<file path="config.mk">
export PLATFORM = sky130hd
export DESIGN_NAME = coef_page_sched
export DESIGN_NICKNAME = d
export VERILOG_FILES = /design/src/rtl/jpeg_sched_pkg.sv /design/src/rtl/coef_page_sched_mcu_seq.sv /design/src/rtl/coef_page_sched.sv
export SDC_FILE = /design/constraint.sdc
export NUM_CORES = 1
export LEC_CHECK = 0
export BUFFER_PORTS_ARGS = -buffer_cell sky130_fd_sc_hd__buf_2
export CORE_MARGIN = 2
export CORE_UTILIZATION = 30
export DETAILED_ROUTE_END_ITERATION = 8
export GPL_TIMING_DRIVEN = 0
export PLACE_DENSITY = 0.47
export SLEW_MARGIN = 20
export SYNTH_ARGS = -nofsm -noshare
export SYNTH_HDL_FRONTEND = slang
export SYNTH_SLANG_ARGS = --single-unit
</file>
<file path="constraint.sdc">
create_clock -name clk -period 4.67 [get_ports clk]
set_input_delay 0.2335 -clock clk [delete_from_list [all_inputs] [get_ports clk]]
set_output_delay 0.2335 -clock clk [all_outputs]
set_load 0.01 [all_outputs]
</file>
<file path="src/rtl/jpeg_sched_pkg.sv">
// Shared encodings and lookup helpers for the coefficient page scheduler.
// Maps (mode, block index) to the component stored in that block and the MCU length.
package jpeg_sched_pkg;

   localparam int PAGES = 3;
   localparam int ROWS  = 8;

   typedef enum logic [1:0] {
      COMP_NONE = 2'd0,
      COMP_Y    = 2'd1,
      COMP_U    = 2'd2,
      COMP_V    = 2'd3
   } comp_e;

   typedef enum logic [1:0] {
      MODE_GRAY = 2'd0,
      MODE_444  = 2'd1,
      MODE_420  = 2'd2,
      MODE_RSVD = 2'd3
   } mode_e;

   typedef struct packed {
      comp_e      comp;
      logic [2:0] len;
   } seq_info_t;

   function automatic seq_info_t seq_lookup(input mode_e mode, input logic [2:0] idx);
      seq_info_t info;
      info.comp = COMP_Y;
      info.len  = 3'd1;
      case (mode)
         MODE_444: begin
            info.len = 3'd3;
            case (idx)
               3'd1:    info.comp = COMP_U;
               3'd2:    info.comp = COMP_V;
               default: info.comp = COMP_Y;
            endcase
         end
         MODE_420: begin
            info.len = 3'd6;
            case (idx)
               3'd4:    info.comp = COMP_U;
               3'd5:    info.comp = COMP_V;
               default: info.comp = COMP_Y;
            endcase
         end
         default: begin
            // Reserved mode behaves as grayscale.
            info.comp = COMP_Y;
            info.len  = 3'd1;
         end
      endcase
      return info;
   endfunction

   function automatic logic [1:0] ptr_next(input logic [1:0] p);
      return (p == 2'd2) ? 2'd0 : p + 2'd1;
   endfunction

endpackage

</file>
<file path="src/rtl/coef_page_sched_mcu_seq.sv">
// MCU block sequencer: latched mode, block index and the per-block component outputs.
// Outputs are registered with the values for the block that will be written next.
module mcu_seq
   import jpeg_sched_pkg::*;
(
   input  logic       clk,
   input  logic       rst,
   input  logic [1:0] cfg_mode,
   input  logic       cfg_load,
   input  logic       blk_adv,
   output logic [1:0] data_type,
   output logic       quan_tb_sel,
   output logic       mcu_done
);

   mode_e      mode_r;
   mode_e      mode_next_s;
   logic [2:0] idx_r;
   logic [2:0] idx_next_s;
   logic       wrap_s;
   seq_info_t  info_cur_s;
   seq_info_t  info_next_s;

   // Next mode/index; a concurrent block still wraps against the old sequence.
   always_comb begin
      info_cur_s  = seq_lookup(mode_r, idx_r);
      wrap_s      = blk_adv && (idx_r == (info_cur_s.len - 3'd1));
      mode_next_s = mode_r;
      idx_next_s  = idx_r;
      if (cfg_load) begin
         mode_next_s = mode_e'(cfg_mode);
         idx_next_s  = 3'd0;
      end else if (blk_adv) begin
         idx_next_s = wrap_s ? 3'd0 : (idx_r + 3'd1);
      end else begin
         idx_next_s = idx_r;
      end
      info_next_s = seq_lookup(mode_next_s, idx_next_s);
   end

   // Sequencer state and registered block descriptors.
   always_ff @(posedge clk or posedge rst) begin
      if (rst) begin
         mode_r      <= MODE_GRAY;
         idx_r       <= 3'd0;
         data_type   <= COMP_Y;
         quan_tb_sel <= 1'b0;
         mcu_done    <= 1'b0;
      end else begin
         mode_r      <= mode_next_s;
         idx_r       <= idx_next_s;
         data_type   <= info_next_s.comp;
         quan_tb_sel <= (info_next_s.comp != COMP_Y);
         mcu_done    <= wrap_s;
      end
   end

endmodule

</file>
<file path="src/rtl/coef_page_sched.sv">
// Triple-buffered coefficient page scheduler between shuffle writer and IDCT reader.
// Holds page pointers, fill count, per-page component tags and the row read handshake.
module coef_page_sched
   import jpeg_sched_pkg::*;
(
   input  logic       clk,
   input  logic       rst,
   input  logic [1:0] cfg_mode,
   input  logic       cfg_load,
   input  logic       blk_done,
   output logic [1:0] wr_page,
   output logic       wr_stall,
   output logic [1:0] data_type,
   output logic       quan_tb_sel,
   output logic       mcu_done,
   output logic       rd_valid,
   output logic [1:0] rd_page,
   output logic [2:0] rd_row,
   output logic [1:0] rd_type,
   input  logic       rd_ready,
   output logic       rd_last,
   output logic       clr_req,
   output logic [1:0] clr_page,
   output logic [1:0] full_cnt,
   output logic       ovf_err
);

   logic [1:0] wr_ptr_r;
   logic [1:0] rd_ptr_r;
   logic [1:0] full_cnt_r;
   logic [1:0] full_next_s;
   logic [2:0] rd_row_r;
   logic [1:0] tag_r [PAGES];
   logic       clr_req_r;
   logic [1:0] clr_page_r;
   logic       ovf_err_r;
   logic       wr_stall_s;
   logic       rd_valid_s;
   logic       wr_acc_s;
   logic       rd_xfer_s;
   logic       rd_rel_s;

   mcu_seq u_mcu_seq (
      .clk         (clk),
      .rst         (rst),
      .cfg_mode    (cfg_mode),
      .cfg_load    (cfg_load),
      .blk_adv     (wr_acc_s),
      .data_type   (data_type),
      .quan_tb_sel (quan_tb_sel),
      .mcu_done    (mcu_done)
   );

   // Handshake qualifiers and fill-count update; completion and release together cancel.
   always_comb begin
      wr_stall_s = (full_cnt_r == 2'd3);
      rd_valid_s = (full_cnt_r != 2'd0);
      wr_acc_s   = blk_done && !wr_stall_s;
      rd_xfer_s  = rd_valid_s && rd_ready;
      rd_rel_s   = rd_xfer_s && (rd_row_r == 3'(ROWS - 1));
      case ({wr_acc_s, rd_rel_s})
         2'b10:   full_next_s = full_cnt_r + 2'd1;
         2'b01:   full_next_s = full_cnt_r - 2'd1;
         default: full_next_s = full_cnt_r;
      endcase
   end

   // Page pointers, tags, row counter, clear request and overflow flag.
   always_ff @(posedge clk or posedge rst) begin
      if (rst) begin
         wr_ptr_r   <= 2'd0;
         rd_ptr_r   <= 2'd0;
         full_cnt_r <= 2'd0;
         rd_row_r   <= 3'd0;
         clr_req_r  <= 1'b0;
         clr_page_r <= 2'd0;
         ovf_err_r  <= 1'b0;
         for (int i = 0; i < PAGES; i++) begin
            tag_r[i] <= COMP_Y;
         end
      end else begin
         full_cnt_r <= full_next_s;
         clr_req_r  <= rd_rel_s;
         ovf_err_r  <= ovf_err_r | (blk_done & wr_stall_s);
         if (wr_acc_s) begin
            tag_r[wr_ptr_r] <= data_type;
            wr_ptr_r        <= ptr_next(wr_ptr_r);
         end
         if (rd_xfer_s) begin
            rd_row_r <= rd_rel_s ? 3'd0 : (rd_row_r + 3'd1);
         end
         if (rd_rel_s) begin
            rd_ptr_r   <= ptr_next(rd_ptr_r);
            clr_page_r <= rd_ptr_r;
         end
      end
   end

   assign wr_page  = wr_ptr_r;
   assign wr_stall = wr_stall_s;
   assign rd_valid = rd_valid_s;
   assign rd_page  = rd_ptr_r;
   assign rd_row   = rd_row_r;
   assign rd_type  = tag_r[rd_ptr_r];
   assign rd_last  = rd_valid_s && (rd_row_r == 3'(ROWS - 1));
   assign clr_req  = clr_req_r;
   assign clr_page = clr_page_r;
   assign full_cnt = full_cnt_r;
   assign ovf_err  = ovf_err_r;

endmodule
</file>
==> metrics.cfg, run 1 <==
[logic_synthesis]
syn_nets = 152
synthAdderAreaFrac_pct = 4.983
synth_top_flop_cell = dfrtp_1
ys_types = 46
synth-simple-area-share_pct = 21.51
yosysSeqAreaShare_pct = 46.84
avgSynthCellArea_um2 = 10.84
synthMuxAreaShare_pct = 7.890
syn_area_um2 = 1506
synth_compound_area_share_pct = 11.71
synth-xor-area-share_pct = 2.326
ys_ff_latch = 28
async_flop_share_pct = 100.0
syn_inst = 139
yosysWarnings = 0
synth_top_family_by_area = simple AND/OR/NAND/NOR gates
synth_edf_count = 0

[sta]
period_needed_ns = 2.134
tightestPinTransition_ns = 0.5996
rsz0062_at_grt = false
maxSlewHeadroom_pct = 59.97
final-hold-violation-count = 0
slew_violations = 0
finalCritPeriodShare_pct = 45.69
tns_ns = 0
clock.fmax_ghz = 0.4687
setup_viol = 0
clock_skew_ns = 0.003113

[place]
io_buffers = 27
dpl.hpwl_mm = 2.258
gp_congestion = 0.7930
dp.cells = 233

[finish]
diodes = 0
final_common_cell = buf_2
finish.net_count = 184
syn_to_final_growth_pct = 19.27
final_cell_mix = buf_2 (27), dfrtp_1 (24), nand2_1 (18)
fin_cells = 237
drive_above_1_share_pct = 34.71

[route]
ant_nets = 0
met1_length_mm = 1.466
top_layer = met4
wl_met3_um = 98
wl_mm = 2.930
wl_per_cell_um = 12.36
drt_iter0_drc = 34
num_vias = 1084
first_pass_iters = 4
wl_met2_mm = 1.342
drcViolationCount = 0
via_per_inst = 4.574

[die]
die_w_um = 74.86
ios = 29
fp-row-count = 25
start_util_pct = 31.48
fp.coreArea_um2 = 4786
die_area_um2 = 5604
die_h_um = 74.86

[grt]
antenna_found_initial = 0
grt_max_degree = 29
grt_use_total_pct = 11.73
overflow = 0
grt_pass1_wl_mm = 5.016
first_global_vias = 1048

[critical_path]
startpoint = full_cnt[0]
reg2reg_depth = 7
cp.required_ns = 4.83
worstSetupPathType = reg2reg
cp_slowest_stage_delay_ns = 0.48
start_kind = flip-flop
timing.rr.end = u_mcu_seq.quan_tb_sel
cp_max_fo = 10
cp_data_arrival_time_ns = 2.30
r2r-start = full_cnt[0]
ff2ff_setup_slack_ns = 2.54
crit_chain = a21boi_4 -> inv_2 -> a211oi_2 -> o21ai_2 -> a21oi_1 -> o32ai_1 -> o31a_1
crit_path_end_kind = flip-flop
worst_path_max_delay_cell = dfrtp_1

[cts]
cts_buffer_depth = 2
insertion_delay_ns = 0.27
numCtsBuffers = 3
root_buffer = clkbuf_8
htree_levels = 1
holdBufCountCts = 0
cts_setup_buffers = 0
clkTransAtPathRegs_ns = 0.10
cts_tree = done
cts.sinks = 28
postCtsResizedCells = 0

[min_path]
hold_class = in2async

[power_and_ir_drop]
vdd_drop_max_mv = 0.1805
powerDensity_nw_per_um2 = 511.5
p_leak_nw = 0.8593

[flow_run]
cap_violations = 0

[outcome]
outcome = complete, no violations

==> critical path, delay by kind of cell, from the launching register on <==
| family | cells | cell delay [ns] |
|---|---|---|
| AO/OA/AOI/OAI | 6 | 1.38 |
| buffers and inverters | 1 | 0.16 |
| flip-flops | 1 | 0.48 |
==> report_power, final <==
| group | internal [W] | switching [W] | total, W |
|---|---|---|---|
| clock network | 0.000115 | 0.0000745 | 0.000189 |
| logic | 0.000162 | 0.000182 | 0.000344 |
| registers | 0.000319 | 0.0000666 | 0.000386 |
| total | 0.000596 | 0.000323 | 0.000919 |
==> worst max path at each step <==
stage                                 end  slack, ns  cells after the start
floorplan                     full_cnt[1]       2.75                      7
global placement    u_mcu_seq.quan_tb_sel       2.63                      7
detailed placement  u_mcu_seq.quan_tb_sel       2.54                      7
CTS                 u_mcu_seq.quan_tb_sel       2.53                      7
global route        u_mcu_seq.quan_tb_sel       2.34                      7
finish              u_mcu_seq.quan_tb_sel       2.54                      7
==> synthesized netlist by cell type (all sizes together) (2+ instances only) <==
master,n,area (um^2)
mux2i,4,40.04
nor4,3,18.77
nor4bb,3,30.03
and2,2,13.77
nand3b,2,15.01
mux2,7,78.83
dfstp,4,105.1
nor3,5,25.02
inv,9,33.78
xnor2,3,26.28
nand2,18,67.56
a211oi,3,32.53
a21oi,2,10.01
o21ai,6,33.78
nor4b,3,47.54
dfrtp,24,600.6
nand2b,2,12.51
nor2,7,26.28
buf,3,33.78
a21o,3,23.77
or2,2,12.51
nor2b,3,18.77
ha,6,75.07
==> final cells by class <==
class                      count  area (um^2)
fill                         479         2989
sequential                    28        705.7
timing repair buffer          27        135.1
clock inverter                 1        30.03
buffer                         4        37.54
multi-input combinational     98        729.5
inverter                       9        33.78
clock buffer                   3        41.29
tap                           67        83.83
==> per-stage QoR <==
step	setup slack, ns	util (%)	hold WS, ns	cell area, um^2	power, W
after global placement	2.629	36.05	0.4335	1725	0.0007233
after CTS	2.527	37.54	0.1407	1797	0.0009379
final	2.536	37.54	0.01743	1797	0.0009190
after global routing	2.343	37.54	0.05525	1797	0.0009999
after detailed placement	2.542	36.05	0.4445	1725	0.0007409
after floorplan	2.751	-	0.2959	1506	0.0006204
==> registers in the layout (all words and copies together) (netlist names), 2 cells and up <==
| register | flops |
|---|---|
| rd_row | 3 |
| rd_page | 2 |
| clr_page | 2 |
| u_mcu_seq.mode_r | 2 |
| wr_page | 2 |
| u_mcu_seq.idx_r | 3 |
| u_mcu_seq.data_type | 2 |
| tag_r | 6 |
| full_cnt | 2 |
==> logic make-up (layout without fill, tap and decap cells) <==
family          count (synthesis)  in the layout
compound gates                 22             22
simple gates                   55             55
xor+xnor                        4              4
mux                            11             11
buf+inv                        13             44
flops                          28             28
fa+ha+maj                       6              6
==> layer usage <==
| layer | up-vias | GRT usage (%) |
|---|---|---|
| met4 | 0 | 3.571 |
| met2 | 20 | 18.52 |
| met1 | 508 | 16.50 |
| met5 | - | 0 |
| li1 | 554 | - |
| met3 | 2 | 2.008 |
(Power assumes the default switching activity.)
==> run 2, diff against run 1 <==
==> constraint.sdc (replaced) <==
create_clock -name clk -period 2.17 [get_ports clk]
set_input_delay 0.1085 -clock clk [delete_from_list [all_inputs] [get_ports clk]]
set_output_delay 0.1085 -clock clk [all_outputs]
set_load 0.01 [all_outputs]
==> run 2 against run 1 <==
Compared with the run above:
- fmax rose by 5.8%
- non-clock buffer count rose by 2
- power rose by 120%
- sequential power rose by 120%
- via count rose by 1.3%
- global-route usage did not move
- die area did not move
- critical path depth did not move
- critical path type unchanged
==> metrics.cfg, run 2 (synthesis results as in run 1) <==
[outcome]
outcome = complete, no violations

[critical_path]
cp_max_fo = 8
path_delay_family = simple AND/OR/NAND/NOR gates
cp_data_arrival_time_ns = 2.18
timing.rr.end = u_mcu_seq.quan_tb_sel
ff2ff_setup_slack_ns = 0.15
reg2reg_depth = 7
r2r-start = u_mcu_seq.idx_r[0]
startpoint = u_mcu_seq.idx_r[0]
crit_chain = buf_6 -> and4b_1 -> nor3_1 -> nor2_1 -> a21oi_2 -> o32ai_1 -> o31a_1
cp_slowest_stage_delay_ns = 0.40
worst_path_max_delay_cell = dfrtp_1
crit_path_end_kind = flip-flop
cp.required_ns = 2.33
crit_buf_inv = 1
start_kind = flip-flop
worstSetupPathType = reg2reg
endpoint = u_mcu_seq.quan_tb_sel
cp.depth = 7

[place]
placed_area_um2 = 1725
place_ws_ns = 0.04202
io_buffers = 27
gp_congestion = 0.7930
dpl.hpwl_mm = 2.258

[sta]
clock_skew_ns = 0.004206
slew_violations = 0
setup_slack_ns = 0.1538
setup_viol = 0
maxSlewHeadroom_pct = 59.77
period_needed_ns = 2.016
clock.fmax_ghz = 0.4960
tightestPinTransition_ns = 0.6026
tns_ns = 0
finalCritPeriodShare_pct = 92.91
final-hold-violation-count = 0
rsz0062_at_grt = false

[grt]
grt_use_total_pct = 11.73
first_global_vias = 1048
grt_pass1_wl_mm = 5.016
overflow = 0
antenna_found_initial = 0
grt_max_degree = 29

[die]
die_h_um = 74.86
start_util_pct = 31.48
die_w_um = 74.86
fp.coreArea_um2 = 4786
fp-row-count = 25
ios = 29
die_area_um2 = 5604

[finish]
final_common_cell = buf_2
fin_util_pct = 38.04
largest_reg_flops = 6
largest_register = tag_r
finish.net_count = 186
drive_above_1_share_pct = 36.05
final_cell_mix = buf_2 (27), dfrtp_1 (24), nand2_1 (17)
finalInstanceArea_um2 = 1821
syn_to_final_growth_pct = 20.85
diodes = 0

[cts]
cts_tree = done
cts.sinks = 28
cts_buffer_depth = 2
root_buffer = clkbuf_8
htree_levels = 1
insertion_delay_ns = 0.27
clkTransAtPathRegs_ns = 0.10
numCtsBuffers = 3

[power_and_ir_drop]
pwr-share-seq_pct = 41.7
p_leak_nw = 0.8686
power.internal_w = 0.001292
powerDensity_nw_per_um2 = 1094
vdd_drop_max_mv = 0.3904
switching_share_pct = 35.17
p_comb_share_pct = 37.8
p_clk_share_pct = 20.5
switchingPower_w = 0.0007005

[route]
first_pass_iters = 4
drcViolationCount = 0
via_per_inst = 4.594
drt_iter0_drc = 41
wl_per_cell_um = 12.41
wl_mm = 2.966
ant_nets = 0
num_vias = 1098

[min_path]
hold_class = in2reg
whs_path_depth = 2

[flow_run]
cap_violations = 0

run 2: cell count changes in the layout (fill, tap and decap cells not counted):
| cell | change |
|---|---|
| nand2_2 | +1 |
| nand2_1 | -1 |
| dlygate4sd3_1 | +1 |
| a21oi_2 | +1 |
| a21oi_1 | -1 |
| buf_4 | +1 |
run 2: area by class of cell:
| class | instances | area [um^2] |
|---|---|---|
| inverters | 9 | 33.78 |
| clock inverters | 1 | 30.03 |
| flip-flops and latches | 28 | 705.7 |
| repair buffers | 29 | 152.6 |
| multi-input cells | 98 | 735.7 |
| fillers | 477 | 2965 |
| clock buffers | 3 | 41.29 |
| well taps | 67 | 83.83 |
| plain buffers | 4 | 37.54 |
run 2: metrics by stage:
stage,hold WS (ns),power [W],cells
final,0.02710,0.001992,239
after global routing,0.02131,0.002165,239
after CTS,0.01571,0.002018,237
after detailed placement,0.3195,0.001594,233
after global placement,0.3173,0.001556,233
after floorplan,0.1709,0.001335,139
run 2: layer usage:
metal	part of all wire (%)	GRT usage [%]
met5	0	0
met4	0.74	3.571
met3	3.3	2.008
met2	47	18.52
met1	49	16.50
run 2: worst min-delay path by stage:
stage / start / to
2_1_floorplan: rst / clr_page[0]
3_3_place_gp: cfg_load / u_mcu_seq.idx_r[2]
3_5_place_dp: cfg_load / u_mcu_seq.idx_r[2]
4_1_cts: cfg_load / u_mcu_seq.idx_r[2]
5_1_grt: cfg_load / u_mcu_seq.idx_r[2]
6_report: cfg_load / u_mcu_seq.idx_r[2]
run 2: repair_timing:
action                                 CTS  global route
buffers inserted                         0             1
hold buffers                             0             1
setup endpoints to repair                0             2
resized for setup                        0             2
endpoints found under the hold margin    0            24
run 2: power by group through the flow:
stage / Clock, W / Combinational (W) / Sequential, W
global route: 0.000453 / 0.000849 / 0.000862
global placement: 0 / 0.000722 / 0.000834
CTS: 0.000431 / 0.000754 / 0.000833
detailed placement: 0 / 0.000750 / 0.000845
floorplan: 0 / 0.000470 / 0.000865
finish: 0.000408 / 0.000753 / 0.000831
